===== src/rtl/alu_pipe.sv =====
// alu_pipe: registered valid/ready integer ALU with a 2*WIDTH result and V/C/Z/N flags.
// Define ALU_DIV_EN to compile in the WIDTH-cycle restoring unsigned divider (op 01111).
module alu_pipe #(
    parameter int WIDTH = 32
) (
    input  logic               clk,
    input  logic               rst,
    input  logic               in_valid,
    output logic               in_ready,
    input  logic [WIDTH-1:0]   a,
    input  logic [WIDTH-1:0]   b,
    input  logic [4:0]         ALUControl,
    output logic               out_valid,
    input  logic               out_ready,
    output logic [2*WIDTH-1:0] result,
    output logic               V,
    output logic               C,
    output logic               Z,
    output logic               N
);
    localparam int SHW = $clog2(WIDTH);

    // Handshake: an op transfers on in_valid && in_ready, a result on out_valid && out_ready;
    // the output register holds its contents until the transfer, and may drain and reload in one cycle.
    logic               accept;
    logic               load;
    logic [2*WIDTH-1:0] load_res;
    logic               load_v;
    logic               load_c;

    logic               out_valid_q;
    logic [2*WIDTH-1:0] result_q;
    logic               v_q, c_q, z_q, n_q;

    logic [2*WIDTH-1:0] op_res;
    logic               op_v, op_c;
    logic [WIDTH-1:0]   b_eff;
    logic               cin;
    logic [WIDTH:0]     sum;
    logic [2*WIDTH-1:0] prod;
    logic [SHW-1:0]     shamt;

    assign accept = in_valid && in_ready;

    always_comb begin
        op_res = '0;
        op_v   = 1'b0;
        op_c   = 1'b0;
        shamt  = b[SHW-1:0];
        cin    = (ALUControl == 5'b00001);
        b_eff  = cin ? ~b : b;
        sum    = {1'b0, a} + {1'b0, b_eff} + {{WIDTH{1'b0}}, cin};
        prod   = {{WIDTH{1'b0}}, a} * {{WIDTH{1'b0}}, b};
        case (ALUControl)
            5'b00000, 5'b00001: begin
                op_res[WIDTH:0] = sum;
                op_c = sum[WIDTH];
                op_v = (a[WIDTH-1] == b_eff[WIDTH-1]) && (sum[WIDTH-1] != a[WIDTH-1]);
            end
            5'b00010: op_res = prod;
            5'b00011: op_res[WIDTH-1:0] = a & b;
            5'b00100: op_res[WIDTH-1:0] = a | b;
            5'b00101: op_res[WIDTH-1:0] = a ^ b;
            5'b00110: op_res[WIDTH-1:0] = a >> shamt;
            5'b00111: op_res[WIDTH-1:0] = a << shamt;
            5'b01000: op_res[WIDTH-1:0] = $signed(a) >>> shamt;
            5'b01001: op_res[0] = (a == b);
            5'b01010: op_res[0] = (a < b);
            5'b01011: op_res[0] = (a >= b);
            5'b01100: op_res[0] = ($signed(a) < $signed(b));
            5'b01101: op_res[0] = ($signed(a) >= $signed(b));
            5'b01110: op_res[0] = (a != b);
`ifdef ALU_DIV_EN
            // Divide-by-zero completes immediately; non-zero divisors go through the FSM.
            5'b01111: begin
                if (b == '0) begin
                    op_res = {a, {WIDTH{1'b1}}};
                    op_v   = 1'b1;
                end
            end
`endif
            default: op_res = '0;
        endcase
    end

`ifdef ALU_DIV_EN
    typedef enum logic {S_IDLE, S_DIV} state_t;

    state_t           state_q, state_d;
    logic [WIDTH-1:0] rem_q, rem_d;
    logic [WIDTH-1:0] quo_q, quo_d;
    logic [WIDTH-1:0] den_q, den_d;
    logic [SHW-1:0]   cnt_q, cnt_d;
    logic [WIDTH:0]   rem_sh;
    logic [WIDTH:0]   diff;
    logic             div_start;
    logic             div_done;

    assign div_start = accept && (ALUControl == 5'b01111) && (b != '0);
    assign in_ready  = (state_q == S_IDLE) && (!out_valid_q || out_ready);

    always_comb begin
        state_d  = state_q;
        rem_d    = rem_q;
        quo_d    = quo_q;
        den_d    = den_q;
        cnt_d    = cnt_q;
        div_done = 1'b0;
        // quo_q shifts the dividend out at the top while quotient bits enter at the bottom.
        rem_sh   = {rem_q, quo_q[WIDTH-1]};
        diff     = rem_sh - {1'b0, den_q};
        case (state_q)
            S_IDLE: begin
                if (div_start) begin
                    state_d = S_DIV;
                    rem_d   = '0;
                    quo_d   = a;
                    den_d   = b;
                    cnt_d   = '0;
                end
            end
            S_DIV: begin
                if (rem_sh >= {1'b0, den_q}) begin
                    rem_d = diff[WIDTH-1:0];
                    quo_d = {quo_q[WIDTH-2:0], 1'b1};
                end else begin
                    rem_d = rem_sh[WIDTH-1:0];
                    quo_d = {quo_q[WIDTH-2:0], 1'b0};
                end
                cnt_d = cnt_q + 1'b1;
                if (cnt_q == SHW'(WIDTH - 1)) begin
                    state_d  = S_IDLE;
                    div_done = 1'b1;
                end
            end
            default: state_d = S_IDLE;
        endcase
    end

    always_ff @(posedge clk) begin
        if (rst) begin
            state_q <= S_IDLE;
            rem_q   <= '0;
            quo_q   <= '0;
            den_q   <= '0;
            cnt_q   <= '0;
        end else begin
            state_q <= state_d;
            rem_q   <= rem_d;
            quo_q   <= quo_d;
            den_q   <= den_d;
            cnt_q   <= cnt_d;
        end
    end

    always_comb begin
        if (div_done) begin
            load     = 1'b1;
            load_res = {rem_d, quo_d};
            load_v   = 1'b0;
            load_c   = 1'b0;
        end else begin
            load     = accept && !div_start;
            load_res = op_res;
            load_v   = op_v;
            load_c   = op_c;
        end
    end
`else
    assign in_ready = !out_valid_q || out_ready;

    always_comb begin
        load     = accept;
        load_res = op_res;
        load_v   = op_v;
        load_c   = op_c;
    end
`endif

    always_ff @(posedge clk) begin
        if (rst) begin
            out_valid_q <= 1'b0;
            result_q    <= '0;
            v_q         <= 1'b0;
            c_q         <= 1'b0;
            z_q         <= 1'b0;
            n_q         <= 1'b0;
        end else if (load) begin
            out_valid_q <= 1'b1;
            result_q    <= load_res;
            v_q         <= load_v;
            c_q         <= load_c;
            z_q         <= (load_res[WIDTH-1:0] == '0);
            n_q         <= load_res[WIDTH-1];
        end else if (out_ready) begin
            out_valid_q <= 1'b0;
        end
    end

    assign out_valid = out_valid_q;
    assign result    = result_q;
    assign V         = v_q;
    assign C         = c_q;
    assign Z         = z_q;
    assign N         = n_q;
endmodule

===== config.mk =====
export PLATFORM = sky130hd
export DESIGN_NAME = alu_pipe
export DESIGN_NICKNAME = d
export VERILOG_FILES = /design/src/rtl/alu_pipe.sv
export SDC_FILE = /design/constraint.sdc
export NUM_CORES = 2
export LEC_CHECK = 0
export ABC_CLOCK_PERIOD_IN_PS = 14850
export BUFFER_PORTS_ARGS = -buffer_cell sky130_fd_sc_hd__buf_4
export CAP_MARGIN = 20
export CORE_ASPECT_RATIO = 0.9
export CORE_MARGIN = 2
export CORE_UTILIZATION = 25
export DETAILED_ROUTE_END_ITERATION = 10
export MAX_ROUTING_LAYER = met4
export SKIP_LAST_GASP = 1
export SLEW_MARGIN = 10
export SYNTH_ARGS = -nofsm -noshare
export SYNTH_HDL_FRONTEND = slang
export SYNTH_SLANG_ARGS = --single-unit

===== constraint.sdc =====
create_clock -name clk -period 14.85 [get_ports clk]
set_clock_uncertainty 0.2 [all_clocks]
set_input_delay 2.97 -clock clk [delete_from_list [all_inputs] [get_ports clk]]
set_output_delay 2.97 -clock clk [all_outputs]
set_load 0.03 [all_outputs]

==> Yosys cells after proc, flatten, opt, wreduce, memory -nomap -nowiden <==
Cells that the tools add are included.
{ "word_totals": {"mem_bits_rw": 0, "romBits": 0, "memories": 0, "latchBits": 0, "inputBits": 73, "register_bits": 69, "output_inout_bits": 70, "elab_cells": 55} }
{ "op_classes": {"n_addsub": 2, "n_bitwise": 4, "shifts": 3, "n_reduce_logical": 8, "div": 0, "mul": 1, "n_lt_le_gt_ge": 4, "muxes": 9, "eq_ne": 18} }
{ "ops": {"columns": ["operator", "count"], "rows": [
  ["$pmux W31 S8", 1],
  ["$ge A32 B32 Y1", 2],
  ["$lt A32 B32 Y1", 2],
  ["$mul A32 B32 Y64", 1],
  ["$eq A5 B4 Y1 const B", 7],
  ["$add A32 B32 Y33", 1],
  ["$add A33 B1 Y33", 1],
  ["$and A32 B32 Y32", 1],
  ["$eq A32 B32 Y1", 1],
  ["$logic_not A32 Y1", 1],
  ["$mux W32", 1],
  ["$ne A32 B32 Y1", 1],
  ["$not A32 Y32", 1],
  ["$or A32 B32 Y32", 1],
  ["$shl A32 B5 Y32", 1],
  ["$shr A32 B5 Y32", 1],
  ["$sshr A32 B5 Y32", 1],
  ["$xor A32 B32 Y32", 1],
  ["$mux W31", 1],
  ["$eq A5 B3 Y1 const B", 4],
  ["$pmux W1 S14", 1],
  ["$eq A5 B2 Y1 const B", 2],
  ["$eq A5 B1 Y1 const B", 1],
  ["$logic_not A5 Y1", 1],
  ["9 further kinds", 13]
]} }

==> Longest topological paths before layout <==
{ "depth": {"word_depth": 7, "mapped_depth": 34, "mapped_depth_nobuf": 30} }

==> Least setup slack after synthesis <==
OpenSTA, ideal clock, no wires.
{ "synth_timing": {"kind": "input-to-reg", "from": "input b[3]", "to": "register result_q[63] (netlist: result[63])", "setup_time_ns": 0.117, "path_buffers": 6, "path_slack_ns": 3.383, "path_stages": 30, "arrival_time_ns": 11.150, "required_ns": 14.533, "path_cell_list": "clkbuf_1 -> clkbuf_1 -> clkbuf_1 -> buf_1 -> buf_1 -> nand2_1 -> fa_1 -> inv_1 -> fa_1 -> inv_1 -> fa_1 -> fa_1 -> inv_1 -> fa_1 -> fa_1 -> fa_1 -> fa_1 -> ha_1 -> clkbuf_1 -> a21oi_1 -> o21ai_0 -> or3_1 -> o22ai_1 -> a211oi_1 -> o21ai_1 -> o21a_1 -> o41ai_2 -> a221oi_1 -> xnor2_1 -> a22o_1"} }
{ "synth_via": {"elab_chain_cells": 2} }
{ "synth_rtl": {"columns": ["item", "line_no", "source"], "rows": [
  ["start, declared", "11", "input logic [WIDTH-1:0] b,"],
  ["$mul A32 B32 Y64", "53", "prod = {{WIDTH{1'b0}}, a} * {{WIDTH{1'b0}}, b};"],
  ["$mux W31", "54", "case (ALUControl)"],
  ["end signal, assigned", "190", "result_q <= load_res;"],
  ["end, declared", "32", "logic [2*WIDTH-1:0] result_q;"]
]} }
Every way passes these cells.
A chain may end at the register's enable or synchronous reset.

==> Worst setup path in the final report <==
{ "layout_timing": {"from": "input a[11]", "to": "register result_q[48] (netlist: result[48])"} }
{ "layout_via": {"elab_chain_cells": 2} }
{ "layout_rtl": {"columns": ["item", "line_no", "source"], "rows": [
  ["start, declared", "10", "input logic [WIDTH-1:0] a,"],
  ["$mul A32 B32 Y64", "53", null],
  ["$mux W31", "54", null]
]} }
Every way passes these cells.

==> metrics.md <==
| Metric | Value |
|---|---|
| YS warnings | 0 |
| Startpoint Class | input pin |
| Syn_nets | about 6,400 |
| Asr flop ratio synth | 0% |
| R2r endpoint | Z |
| Crit path buf inv count | 6 |
| Antenna violations before repair | 9 |
| Vias per cell | 5.18 |
| TritonCTS clock tree | yes |
| Hold EP | result[38] |
| Root buf cell | clkbuf_16 |
| Later-pin clock latency in the skew report | 370 ps |
| FP Rows | 144 |
| Grt ovf | 0 |
| GPL Wtd Cong | 0.997 |
| Syn Inst Count | 5,057 |
| Relative slew slack | 20.0% |
| Die Span Y | 397 um |
| Register bit total from synthesis | 68 |
| First-pass GRT wire length | 263,000 um |
| CTS buffer count | 9 |
| Core area | 171,000 um2 |
| Initial core utilization | around a quarter |
| Min-Delay Path Depth | 2 |
| Synth Flop Type | dfxtp_1 |
| Min-Delay Path Class | flip-flop to flip-flop |
| Vias in the first global route | 38,462 |
| Post-CTS setup buffer count | 0 |
| Buffers on Ports | between 100 and 150 |
| Drt first-iter violations | between 3,000 and 4,000 |
| Number of synthesized flops with an enable pin | 0 |
| Layout Area Growth over Synthesis | 7.92% |
| Mean area per synthesized cell | 8.47 um2 |
| DRC viols | 0 |
| Routed length per instance | 24.2 um |
| Tmin final | 12,060 ps |
| Die area | between 150,000 and 200,000 um2 |
| DR pass1 iterations | 6 |
| Seq/Total Area, Yosys | 3.18% |
| Cts-stage hold buffer count | 0 |
| CP max FO | 27 |
| CP delay by family, top | adder cells |
| TritonCTS Sinks | 68 |
| Via count | approximately 37,000 |
| Post-Syn Area | 42,800 um2 |
| Final worst path period share | 81.2% |
| Max frequency | between 0.08 and 0.09 GHz |
| Critical path data required time | 14,940 ps |
| Slew Limit Fails | 0 |
| Depth of the worst register-to-register path | 12 |
| Die width | 440 um |
| Most frequent cells in the layout | inv_1 (899), fa_1 (897), nand2_1 (679) |
| Crit-path max cell delay | 830 ps |
| Crit path DAT | approximately 12,000 ps |
| Setup CP Type | input pin to flip-flop |
| Routed WL | 175,000 um |
| Post-route ant nets | 0 |
| Util after Layout | 27.1% |
| Cts repair resizes | 0 |
| Final HPWL DP | 137,000 um |
| Final setup fails | 0 |
| Clock transition at path regs | approximately 90 ps |
| Pin count of the biggest net entering global routing | 47 |
| Final Hold Fails | 0 |
| Slowest stage cell, crit path | clkinv_1 |
| CP endpoint kind | flip-flop |
| GRT Total Usage | 20.8% |
| Reg2reg start | out_valid |
| Commonest non-fill, non-tap cell in the layout | inv_1 |
| Flop2flop setup slack | between 10,000 and 15,000 ps |
| Clock Path Buffers | 2 |
| Hold path start | result[38] |
| Status | finished clean |
| RSZ-0062 raised after global routing | false |
| Yosys cell types | 97 |
| Share of layout cells above drive strength 1 | 6.65% |
| Layout Nets | 6,300 |
| Max-Cap Viols | 0 |
| Htree depth | 3 |
| Crit path top cell by count | fa_1 |
| Final setup TNS | 0 ps |
| Tightest Pin Transition | 1190 ps |
| Ports | 143 |
-- layer usage --
| layer | vias up | global-route usage (%) | wire, um |
|---|---|---|---|
| met3 | 357 | 4.61 | 17900 |
| met1 | 19361 | 28.3 | 74600 |
| met5 | - | - | 0 |
| met4 | 0 | 7.06 | 7400 |
| met2 | 2033 | 30.2 | 74900 |
| li1 | 15639 | - | - |
-- worst max path at each step --
stage,startpoint,end,cells after the start
detailed placement,a[11],result[48],27
finish,a[11],result[48],27
global route,b[3],Z,25
global placement,a[11],result[48],27
CTS,a[11],result[48],27
floorplan,b[3],result[63],30
-- kinds of logic (layout without fill, tap and decap cells) --
logic type / after synthesis / count (layout) / synth area share [%]
adders and majority gates: 1288 / 1288 / 53.3
AOI/OAI and AO/OA: 634 / 634 / 10.2
other: 0 / 5 / 0
muxes: 123 / 123 / 4.55
xor gates and xnor gates: 104 / 104 / 2.13
DFF: 68 / 68 / 3.18
and+or+nand+nor: 1591 / 1591 / 15.4
buffers and inverters: 1249 / 1136 / 11.1
-- sequential cells by signal (all words and copies together), names as in the netlist --
name / count
out_valid: 1
Z: 1
V: 1
C: 1
result: 64
-- Yosys cell counts (all sizes together) (53+ instances only) --
cell type / count / area, um2
nand2: 681 / 2560
inv: 905 / 3400
ha: 391 / 4890
a21oi: 147 / 751
o21ai: 110 / 551
mux4: 53 / 1220
a211oi: 53 / 403
clkbuf: 224 / 845
nor2: 645 / 2420
buf: 107 / 484
dfxtp: 68 / 1360
fa: 897 / 18000
xnor2: 74 / 648
-- stage by stage --
stage / cells / area (um2) / hold WS (ps) / setup WS (ps)
global placement: 7189 / 45900 / 249 / 2490
CTS: 7206 / 46200 / 257 / 2960
global route: 7210 / 46200 / 266 / 2410
finish: 7212 / 46200 / 257 / 2790
floorplan: 5057 / 42800 / 380 / 3380
detailed placement: 7190 / 45900 / 249 / 2540
-- worst min-delay path, stage by stage (launching register included) --
cell,delay (ps)
dfxtp_1,310
nand2_1,50
a21oi_1,50
-- final cells by class --
type | count | area (um2)
Fill cell | 18313 | 124000
Multi-Input combinational cell | 3740 | 36700
Inverter | 918 | 3450
Tap cell | 2263 | 2830
Timing Repair Buffer | 202 | 1540
Sequential cell | 68 | 1360
Clock buffer | 9 | 225
Clock inverter | 7 | 82.6
Antenna cell | 5 | 12.5
Power is not shown: default switching activity piles up to over one toggle a cycle in this logic, so the estimate is an artifact.
